File: config.mk
export PLATFORM = sky130hd
export DESIGN_NAME = clk_div_monitor
export DESIGN_NICKNAME = d
export VERILOG_FILES = /design/src/rtl/clk_div_monitor.sv
export SDC_FILE = /design/constraint.sdc
export NUM_CORES = 1
export LEC_CHECK = 0
export BUFFER_PORTS_ARGS = -buffer_cell sky130_fd_sc_hd__buf_4
export CAP_MARGIN = 20
export CORE_ASPECT_RATIO = 1.2
export CORE_MARGIN = 4
export CORE_UTILIZATION = 62
export CTS_BUF_LIST = sky130_fd_sc_hd__clkbuf_8
export DETAILED_ROUTE_END_ITERATION = 12
export GPL_TIMING_DRIVEN = 0
export HOLD_SLACK_MARGIN = 0.12
export PLACE_DENSITY_LB_ADDON = 0.12
export SLEW_MARGIN = 10
export SYNTH_ARGS = -nofsm -noshare
export SYNTH_HDL_FRONTEND = slang
export SYNTH_SLANG_ARGS = --single-unit
File: constraint.sdc
create_clock -name clk -period 5.07 [get_ports clk]
set_clock_uncertainty 0.15 [all_clocks]
set_input_delay 0.2535 -clock clk [delete_from_list [all_inputs] [get_ports clk]]
set_output_delay 0.2535 -clock clk [all_outputs]
set_load 0.05 [all_outputs]
File: src/rtl/clk_div_monitor.sv
// Measures each half-period of a slow, asynchronous clock in fast-clock cycles.
// Declares lock after a run of in-tolerance intervals and flags bad intervals or stalls.
module clk_div_monitor #(
   parameter int EXP_HALF = 16,
   parameter int TOL      = 1,
   parameter int LOCK_CNT = 4,
   parameter int CW       = 8
) (
   input  logic          clk,
   input  logic          rst_n,
   input  logic          slow_clk,
   input  logic          enable,
   input  logic          clr_err,
   output logic [CW-1:0] half_period,
   output logic          meas_valid,
   output logic          locked,
   output logic          err,
   output logic          err_sticky
);

   localparam int GW = $clog2(LOCK_CNT + 1);
   localparam logic [CW:0]   LO_V    = (CW+1)'((EXP_HALF > TOL) ? EXP_HALF - TOL : 0);
   localparam logic [CW:0]   HI_V    = (CW+1)'(EXP_HALF + TOL);
   localparam logic [CW:0]   STALL_V = (CW+1)'(2 * EXP_HALF + TOL);
   localparam logic [CW-1:0] CNT_MAX = '1;
   localparam logic [GW-1:0] LOCK_V  = GW'(LOCK_CNT);

   typedef enum logic [1:0] {IDLE, ACQUIRE, TRACK, LOCKED} state_t;

   state_t        state_q, state_d;
   logic          s1_q, s1_d, s2_q, s2_d, s3_q, s3_d;
   logic [CW-1:0] cnt_q, cnt_d;
   logic [GW-1:0] good_q, good_d;
   logic [CW-1:0] half_period_q, half_period_d;
   logic          meas_valid_q, meas_valid_d;
   logic          err_q, err_d;
   logic          err_sticky_q, err_sticky_d;

   logic          slow_edge;
   logic [CW:0]   cnt_inc;
   logic [CW-1:0] interval;
   logic          in_tol;
   logic          stall;
   logic [GW-1:0] good_inc;

   always_comb begin
      s1_d = slow_clk;
      s2_d = s1_q;
      s3_d = s2_q;

      slow_edge = s2_q ^ s3_q;
      // One extra bit lets the interval saturate and be range-checked without wrap.
      cnt_inc  = {1'b0, cnt_q} + (CW+1)'(1);
      interval = cnt_inc[CW] ? CNT_MAX : cnt_inc[CW-1:0];
      in_tol   = ({1'b0, interval} >= LO_V) && ({1'b0, interval} <= HI_V);
      stall    = cnt_inc >= STALL_V;
      good_inc = good_q + GW'(1);

      state_d       = state_q;
      cnt_d         = interval;
      good_d        = good_q;
      half_period_d = half_period_q;
      meas_valid_d  = 1'b0;
      err_d         = 1'b0;

      if (!enable) begin
         state_d = IDLE;
         cnt_d   = '0;
         good_d  = '0;
      end else begin
         case (state_q)
            IDLE: begin
               state_d = ACQUIRE;
               cnt_d   = '0;
               good_d  = '0;
            end
            ACQUIRE: begin
               if (slow_edge) begin
                  state_d = TRACK;
                  cnt_d   = '0;
               end
            end
            TRACK, LOCKED: begin
               // A real edge takes priority over a stall reaching threshold in the same cycle.
               if (slow_edge) begin
                  cnt_d         = '0;
                  meas_valid_d  = 1'b1;
                  half_period_d = interval;
                  if (in_tol) begin
                     if (state_q == TRACK) begin
                        good_d = good_inc;
                        if (good_inc == LOCK_V) begin
                           state_d = LOCKED;
                        end
                     end
                  end else begin
                     good_d  = '0;
                     state_d = TRACK;
                     err_d   = (state_q == LOCKED);
                  end
               end else if (stall) begin
                  state_d = ACQUIRE;
                  cnt_d   = '0;
                  good_d  = '0;
                  err_d   = (state_q == LOCKED);
               end
            end
            default: begin
               state_d = IDLE;
            end
         endcase
      end

      err_sticky_d = err_d | (err_sticky_q & ~clr_err);
   end

   always_ff @(posedge clk or negedge rst_n) begin
      if (!rst_n) begin
         state_q       <= IDLE;
         s1_q          <= 1'b0;
         s2_q          <= 1'b0;
         s3_q          <= 1'b0;
         cnt_q         <= '0;
         good_q        <= '0;
         half_period_q <= '0;
         meas_valid_q  <= 1'b0;
         err_q         <= 1'b0;
         err_sticky_q  <= 1'b0;
      end else begin
         state_q       <= state_d;
         s1_q          <= s1_d;
         s2_q          <= s2_d;
         s3_q          <= s3_d;
         cnt_q         <= cnt_d;
         good_q        <= good_d;
         half_period_q <= half_period_d;
         meas_valid_q  <= meas_valid_d;
         err_q         <= err_d;
         err_sticky_q  <= err_sticky_d;
      end
   end

   assign half_period = half_period_q;
   assign meas_valid  = meas_valid_q;
   assign locked      = (state_q == LOCKED);
   assign err         = err_q;
   assign err_sticky  = err_sticky_q;

endmodule
==> run metrics, run 1 <==
pre-CTS setup slack=2.09 ns; Final setup viols=0; clk root buf=clkbuf_8; syn_nets=162; IO Port Bufs=15; Tot GR Track Use=0.210; IO Pins=17; Worst-Margin Slew=0.462 ns; H-tree depth=1; clk slew on worst S/H paths=0.09 ns; Synth area leaders=dfrtp_1, nor2_1, ha_1; Power Dens Cells=273 nW/um^2; Avg Cell Area, Syn=9.48 um^2; cell area after synthesis=1440 um^2; Worst R2R Start=cnt_q[0]; Top FF cell, synth=dfrtp_1; cell row count=18; Hold Path Class=reg -> reg; setup total negative slack=0 ns; sequential area share after synthesis=0.469; crit path cell chain=buf_2 -> inv_1 -> ha_1 -> or3b_1 -> a21o_1 -> a311oi_2 -> nand2_2 -> o31a_1 -> buf_6 -> a221o_1; DRC viols=0; FF-to-FF path depth=10; arrival time at the worst endpoint=3.00 ns; fmax=334 MHz; first-pass GRT wire length=5000 um; Placed Area=1590 um^2; outcome=finished, final reports clean; Setup Buffers After CTS=0; slew margin rel.=0.688; area grow syn2layout=15.6%; Final Hold Vio Count=0; RSZ-0062 raised after global routing=no; Die Y=60.8 um; Core Footprint=2140 um^2; Syn. warnings=0; top-area cell type share of the netlist area=0.469; die area=3160 um^2; CP max stage delay=0.39 ns; Layout fillers=157; EDFF count, synth=0; total grt overflow=0; Iter 0 DRT Violations=18; Gate Count Post-Synth=152; design area=1670 um^2; leakage power=0.792 nW; MaxCap Viol Count=0; synth unique cells=43; area of the multi-input gates=689 um^2; clk_lat worst skew=0.27 ns; cell taking the most area after synthesis=dfrtp_1; Max Fanout on Critical Path=9; routed wire length=2770 um; Final GP Congestion=0.842; crit path launch=cnt_q[0]; CTS Buffer Depth=2; async set or reset register ratio after synthesis=1.00; period utilization=0.591; Vias/cell=5.72; initial antenna violation count=0; fin crit period=3.00 ns; die width=52.0 um; Yosys reg bits=27; Crit-path slowest cell=or3b_1; critical path launch point type=flop; final setup margin=2.07 ns; nets=185; pin count of the biggest net entering global routing=28; Initial Util=0.674; WP data required=5.08 ns; Worst R2R End=state_q[0]; layout cells sized above 1=0.172; Fin Hold WS=0.209 ns; ANT cells=0; reg-to-reg slack, setup=2.07 ns; CP endpoint=state_q[0]; Design Power=454 uW; vias in the first global route=1169; DP Wirelength=1990 um; fin. max-slew vios=0; Clock Sinks=27; Routed Antenna Nets=0; via count=1166; VDD IR-drop max=0.323 mV; CTS tree=yes; register area=676 um^2; Setup CP Type=reg -> reg; WL/cell=13.6 um; Num CTS Buffers=3; CP Capture Type=flop; first drt pass iteration count=4
## worst min-delay path by stage
stage | cells past startpoint | startpoint | to | slack (ns)
after detailed placement | 1 | rst_n | good_q[1] | 0.03
after global placement | 1 | rst_n | meas_valid | 0.03
after CTS | 0 | s1_q | s2_q | 0.21
after floorplan | 0 | rst_n | cnt_q[0] | -0.19
after global routing | 0 | s1_q | s2_q | 0.22
final | 0 | s1_q | s2_q | 0.21
## registers in the layout (all words and copies together), names as in the netlist
name and count:
cnt_q 8, err 1, err_sticky 1, good_q 3, half_period 8, meas_valid 1
s1_q 1, s2_q 1, s3_q 1, state_q 2
## power breakdown
part           switching, mW  internal [mW]
Sequential           0.00837          0.228
Clock                 0.0630         0.0542
Combinational         0.0669         0.0343
## timing repair
action | CTS | global route
hold endpoints to repair | 29 | 0
gates resized for setup | 0 | 0
hold buffers | 3 | 0
endpoints found under the setup margin | 0 | 0
## final cells by class
cell class              instances  area share
inverters                       5      0.0113
clock inverters                 1     0.00225
multi-input cells             109       0.414
well taps                      30      0.0225
flip-flops and latches         27       0.405
plain buffers                  11      0.0345
repair buffers                 18      0.0856
clock buffers                   3      0.0248
## logic make-up (layout without fill, tap and decap cells)
logic type,Yosys count,count (layout),share of synthesized area
AO/OA/AOI/OAI,33,33,0.157
XOR/XNOR,6,6,0.0365
adder cells (fa/ha/maj),5,5,0.0434
buffers and inverters,16,38,0.0529
flip-flops,27,27,0.469
multiplexers,4,4,0.0304
AND/OR/NAND/NOR,61,61,0.211
## synth_stat cells, types with 2 or more instances
cell / number
nand3b_1: 3
a21oi_1: 4
nand2_1: 15
clkbuf_1: 4
nand4b_1: 2
buf_2: 4
inv_1: 5
mux2_2: 3
and3b_1: 2
o21ai_0: 11
nand3_1: 6
a22o_1: 2
a21o_1: 2
nand4_1: 2
ha_1: 5
a31oi_1: 4
dfrtp_1: 27
nor3_1: 2
nor2_1: 21
xor2_1: 5
## placed cells by master (no fill, tap or decap), types with 3 or more instances in the layout
cell / count
buf_4: 16
clkbuf_8: 3
nand2_1: 15
nor2_1: 21
clkbuf_1: 4
dlygate4sd3_1: 3
ha_1: 5
nand3b_1: 3
mux2_2: 3
nand3_1: 6
a21oi_1: 4
buf_2: 4
dfrtp_1: 27
o21ai_0: 11
a31oi_1: 4
xor2_1: 5
inv_1: 6
## per-layer routing
metal	vias up	global-route usage	wire length, um
met4	0	0.0974	57
met1	559	0.250	1200
met3	7	0.0344	99
met5	-	0	0
li1	575	-	-
met2	25	0.370	1410
## worst max-delay path: cells and delay by family (launching register included)
family          cells  cell delay [ns]
fa+ha+maj           1             0.34
flops               1             0.36
simple gates        2             0.51
buf+inv             3             0.41
compound gates      4             1.11
## through the flow
stage          utilization  cells
2_1_floorplan            -    152
3_3_place_gp         0.744    197
3_5_place_dp         0.744    197
4_1_cts              0.779    204
5_1_grt              0.779    204
6_report             0.779    204
No activity file was read; power rests on OpenSTA's default activity.
==> inputs of run 2 (changes only) <==
--- a/config.mk
+++ b/config.mk
@@ -9,7 +9,7 @@
 export CAP_MARGIN = 20
 export CORE_ASPECT_RATIO = 1.2
 export CORE_MARGIN = 4
-export CORE_UTILIZATION = 62
+export CORE_UTILIZATION = 59
 export CTS_BUF_LIST = sky130_fd_sc_hd__clkbuf_8
 export DETAILED_ROUTE_END_ITERATION = 12
 export GPL_TIMING_DRIVEN = 0
==> constraint.sdc (replaced) <==
create_clock -name clk -period 3 [get_ports clk]
set_clock_uncertainty 0.15 [all_clocks]
set_input_delay 0.15 -clock clk [delete_from_list [all_inputs] [get_ports clk]]
set_output_delay 0.15 -clock clk [all_outputs]
set_load 0.05 [all_outputs]
==> run metrics, run 2 (synthesis gave the netlist of run 1 again) <==
clk_lat worst skew=0.27 ns (about the same); Clk network pwr share=0.264 (was 0.258); CTS tree=yes (unchanged); arrival time at the worst endpoint=2.95 ns (was 3.00 ns); Routed Antenna Nets=0 (unchanged); Flop pwr share=0.509 (was 0.519); CP bufs+invs=3 (unchanged); fmax=341 MHz (was 334 MHz); Fin Hold WS=0.131 ns (was 0.209 ns); DRC viols=0 (unchanged); nets=188 (was 185); Setup CP Type=reg -> reg (unchanged); total grt overflow=0 (unchanged); Num CTS Buffers=3 (unchanged); fin. max-slew vios=0 (unchanged); Worst-Margin Slew=0.448 ns (was 0.462 ns); Initial Util=0.625 (was 0.674); vias in the first global route=1123 (was 1169); outcome=finished, final reports clean (unchanged); Die Y=62.1 um (was 60.8 um); Iter 0 DRT Violations=29 (was 18); Clock Sinks=27 (unchanged); MaxCap Viol Count=0 (unchanged); VDD IR-drop max=0.436 mV (was 0.323 mV); Tot GR Track Use=0.199 (was 0.210); die area=3300 um^2 (was 3160 um^2); H-tree depth=1 (unchanged); layout cells sized above 1=0.198 (was 0.172); fin cells=208 (was 204); IO Pins=17 (unchanged); leakage power=0.808 nW (was 0.792 nW); total net switching power=240 uW (was 138 uW); clk root buf=clkbuf_8 (unchanged); Layout fillers=169 (was 157); most common library cell in the layout ignoring fill and taps=dfrtp_1 (unchanged); hold depth=2 (was 0); Vias/cell=5.65 (was 5.72); WL/cell=14.3 um (was 13.6 um); period utilization=0.977 (was 0.591); ANT cells=0 (unchanged); cell row count=19 (was 18); Max Fanout on Critical Path=9 (unchanged); FF-to-FF path depth=10 (unchanged); WP data required=3.02 ns (was 5.08 ns); slew margin rel.=0.697 (was 0.688); Crit-path slowest cell=dfrtp_1 (was or3b_1); IO Port Bufs=15 (unchanged); die width=53.1 um (was 52.0 um); DP Wirelength=2060 um (was 1990 um); cell internal pwr=542 uW (was 316 uW); first-pass GRT wire length=4960 um (was 5000 um); CP max stage delay=0.41 ns (was 0.39 ns); Worst path depth=10 (unchanged); clk slew on worst S/H paths=0.09 ns (about the same); Core Footprint=2310 um^2 (was 2140 um^2); crit path cell chain=buf_6 -> inv_1 -> ha_4 -> or3b_1 -> a21o_1 -> a311oi_2 -> nand2_2 -> o31a_1 -> buf_6 -> a221o_1 (was buf_2 -> inv_1 -> ha_1 -> or3b_1 -> a21o_1 -> a311oi_2 -> nand2_2 -> o31a_1 -> buf_6 -> a221o_1); pin count of the biggest net entering global routing=28 (unchanged); commonest cells after routing, fill and taps aside=dfrtp_1, nor2_1, buf_4, nand2_1, o21ai_0 (unchanged); area grow syn2layout=18.7% (was 15.6%); pre-CTS setup slack=-0.0483 ns (was 2.09 ns); Hold Path Class=in -> reg (was reg -> reg); Power Dens Cells=458 nW/um^2 (was 273 nW/um^2); Gate power share=0.227 (was 0.223); Final Hold Vio Count=0 (unchanged); routed wire length=2980 um (was 2770 um); critical path launch point type=flop (unchanged); via count=1175 (was 1166); CP Capture Type=flop (unchanged); Sw Ratio=0.307 (was 0.304); crit-path most repeated cell=buf_6; fin crit period=2.93 ns (was 3.00 ns); final setup margin=0.0694 ns (was 2.07 ns); Final GP Congestion=0.800 (was 0.842); Final setup viols=0 (unchanged); CTS Buffer Depth=2 (unchanged); dpl cells=198 (was 197); cell family with most CP delay=compound AO/OA/AOI/OAI gates (unchanged); initial antenna violation count=0 (unchanged); first drt pass iteration count=4 (unchanged)
## run 2: power groups by stage
stage | combinational, mW | clock (mW) | sequential (mW)
final | 0.178 | 0.206 | 0.399
after global routing | 0.197 | 0.221 | 0.401
after CTS | 0.172 | 0.208 | 0.399
after detailed placement | 0.167 | 0 | 0.406
after global placement | 0.163 | 0 | 0.404
after floorplan | 0.0783 | 0 | 0.444
## run 2: final timing paths
kind | start | endpoint | slack (ns)
setup / recovery | cnt_q[0] | state_q[0] | 0.07
hold / removal | enable | state_q[1] | 0.13
setup reg to reg | cnt_q[0] | state_q[0] | 0.07
hold reg to reg | s1_q | s2_q | 0.21
max in group asynchronous | rst_n | cnt_q[2] | 2.29
min in group asynchronous | rst_n | state_q[0] | 0.16
## run 2: layout make-up
class | instances | area (um^2) | area share
clock inverter | 1 | 5.00 | 0.00293
tap | 31 | 38.8 | 0.0227
timing repair buffer | 21 | 165 | 0.0966
clock buffer | 3 | 41.3 | 0.0241
sequential | 27 | 676 | 0.395
buffer | 11 | 63.8 | 0.0373
multi-input combinational | 109 | 702 | 0.410
inverter | 5 | 18.8 | 0.0110
## run 2: repair_timing
item,CTS,global route
buffers inserted,0,3
endpoints found under the setup margin,1,1
cloned,0,0
resized for setup,1,2
hold buffers,3,0
pin swaps,1,2
endpoints found under the hold margin,29,0
## run 2: stage by stage
step / total power, mW / TNS [ns] / utilization / cell area (um^2)
after floorplan: 0.522 / 0 / - / 1440
after global placement: 0.567 / 0 / 0.691 / 1590
after detailed placement: 0.573 / -0.0483 / 0.691 / 1590
after CTS: 0.779 / 0 / 0.725 / 1670
after global routing: 0.819 / -0.00371 / 0.742 / 1710
final: 0.783 / 0 / 0.742 / 1710
## run 2: worst register-to-register path, stage by stage (launching register included)
cell and delay (ns):
dfrtp_1 0.41, buf_6 0.14, inv_1 0.11, ha_4 0.22
or3b_1 0.40, a21o_1 0.21, a311oi_2 0.33, nand2_2 0.10
o31a_1 0.29, buf_6 0.14, a221o_1 0.31
## run 2: routing by layer
layer,global-route usage,up-vias,share of wire,routed length [um]
met2,0.365,19,0.55,1620
met4,0.0671,0,0.011,34
met1,0.223,566,0.41,1220
met5,0,-,0,0
met3,0.0311,4,0.032,95
li1,-,586,-,-
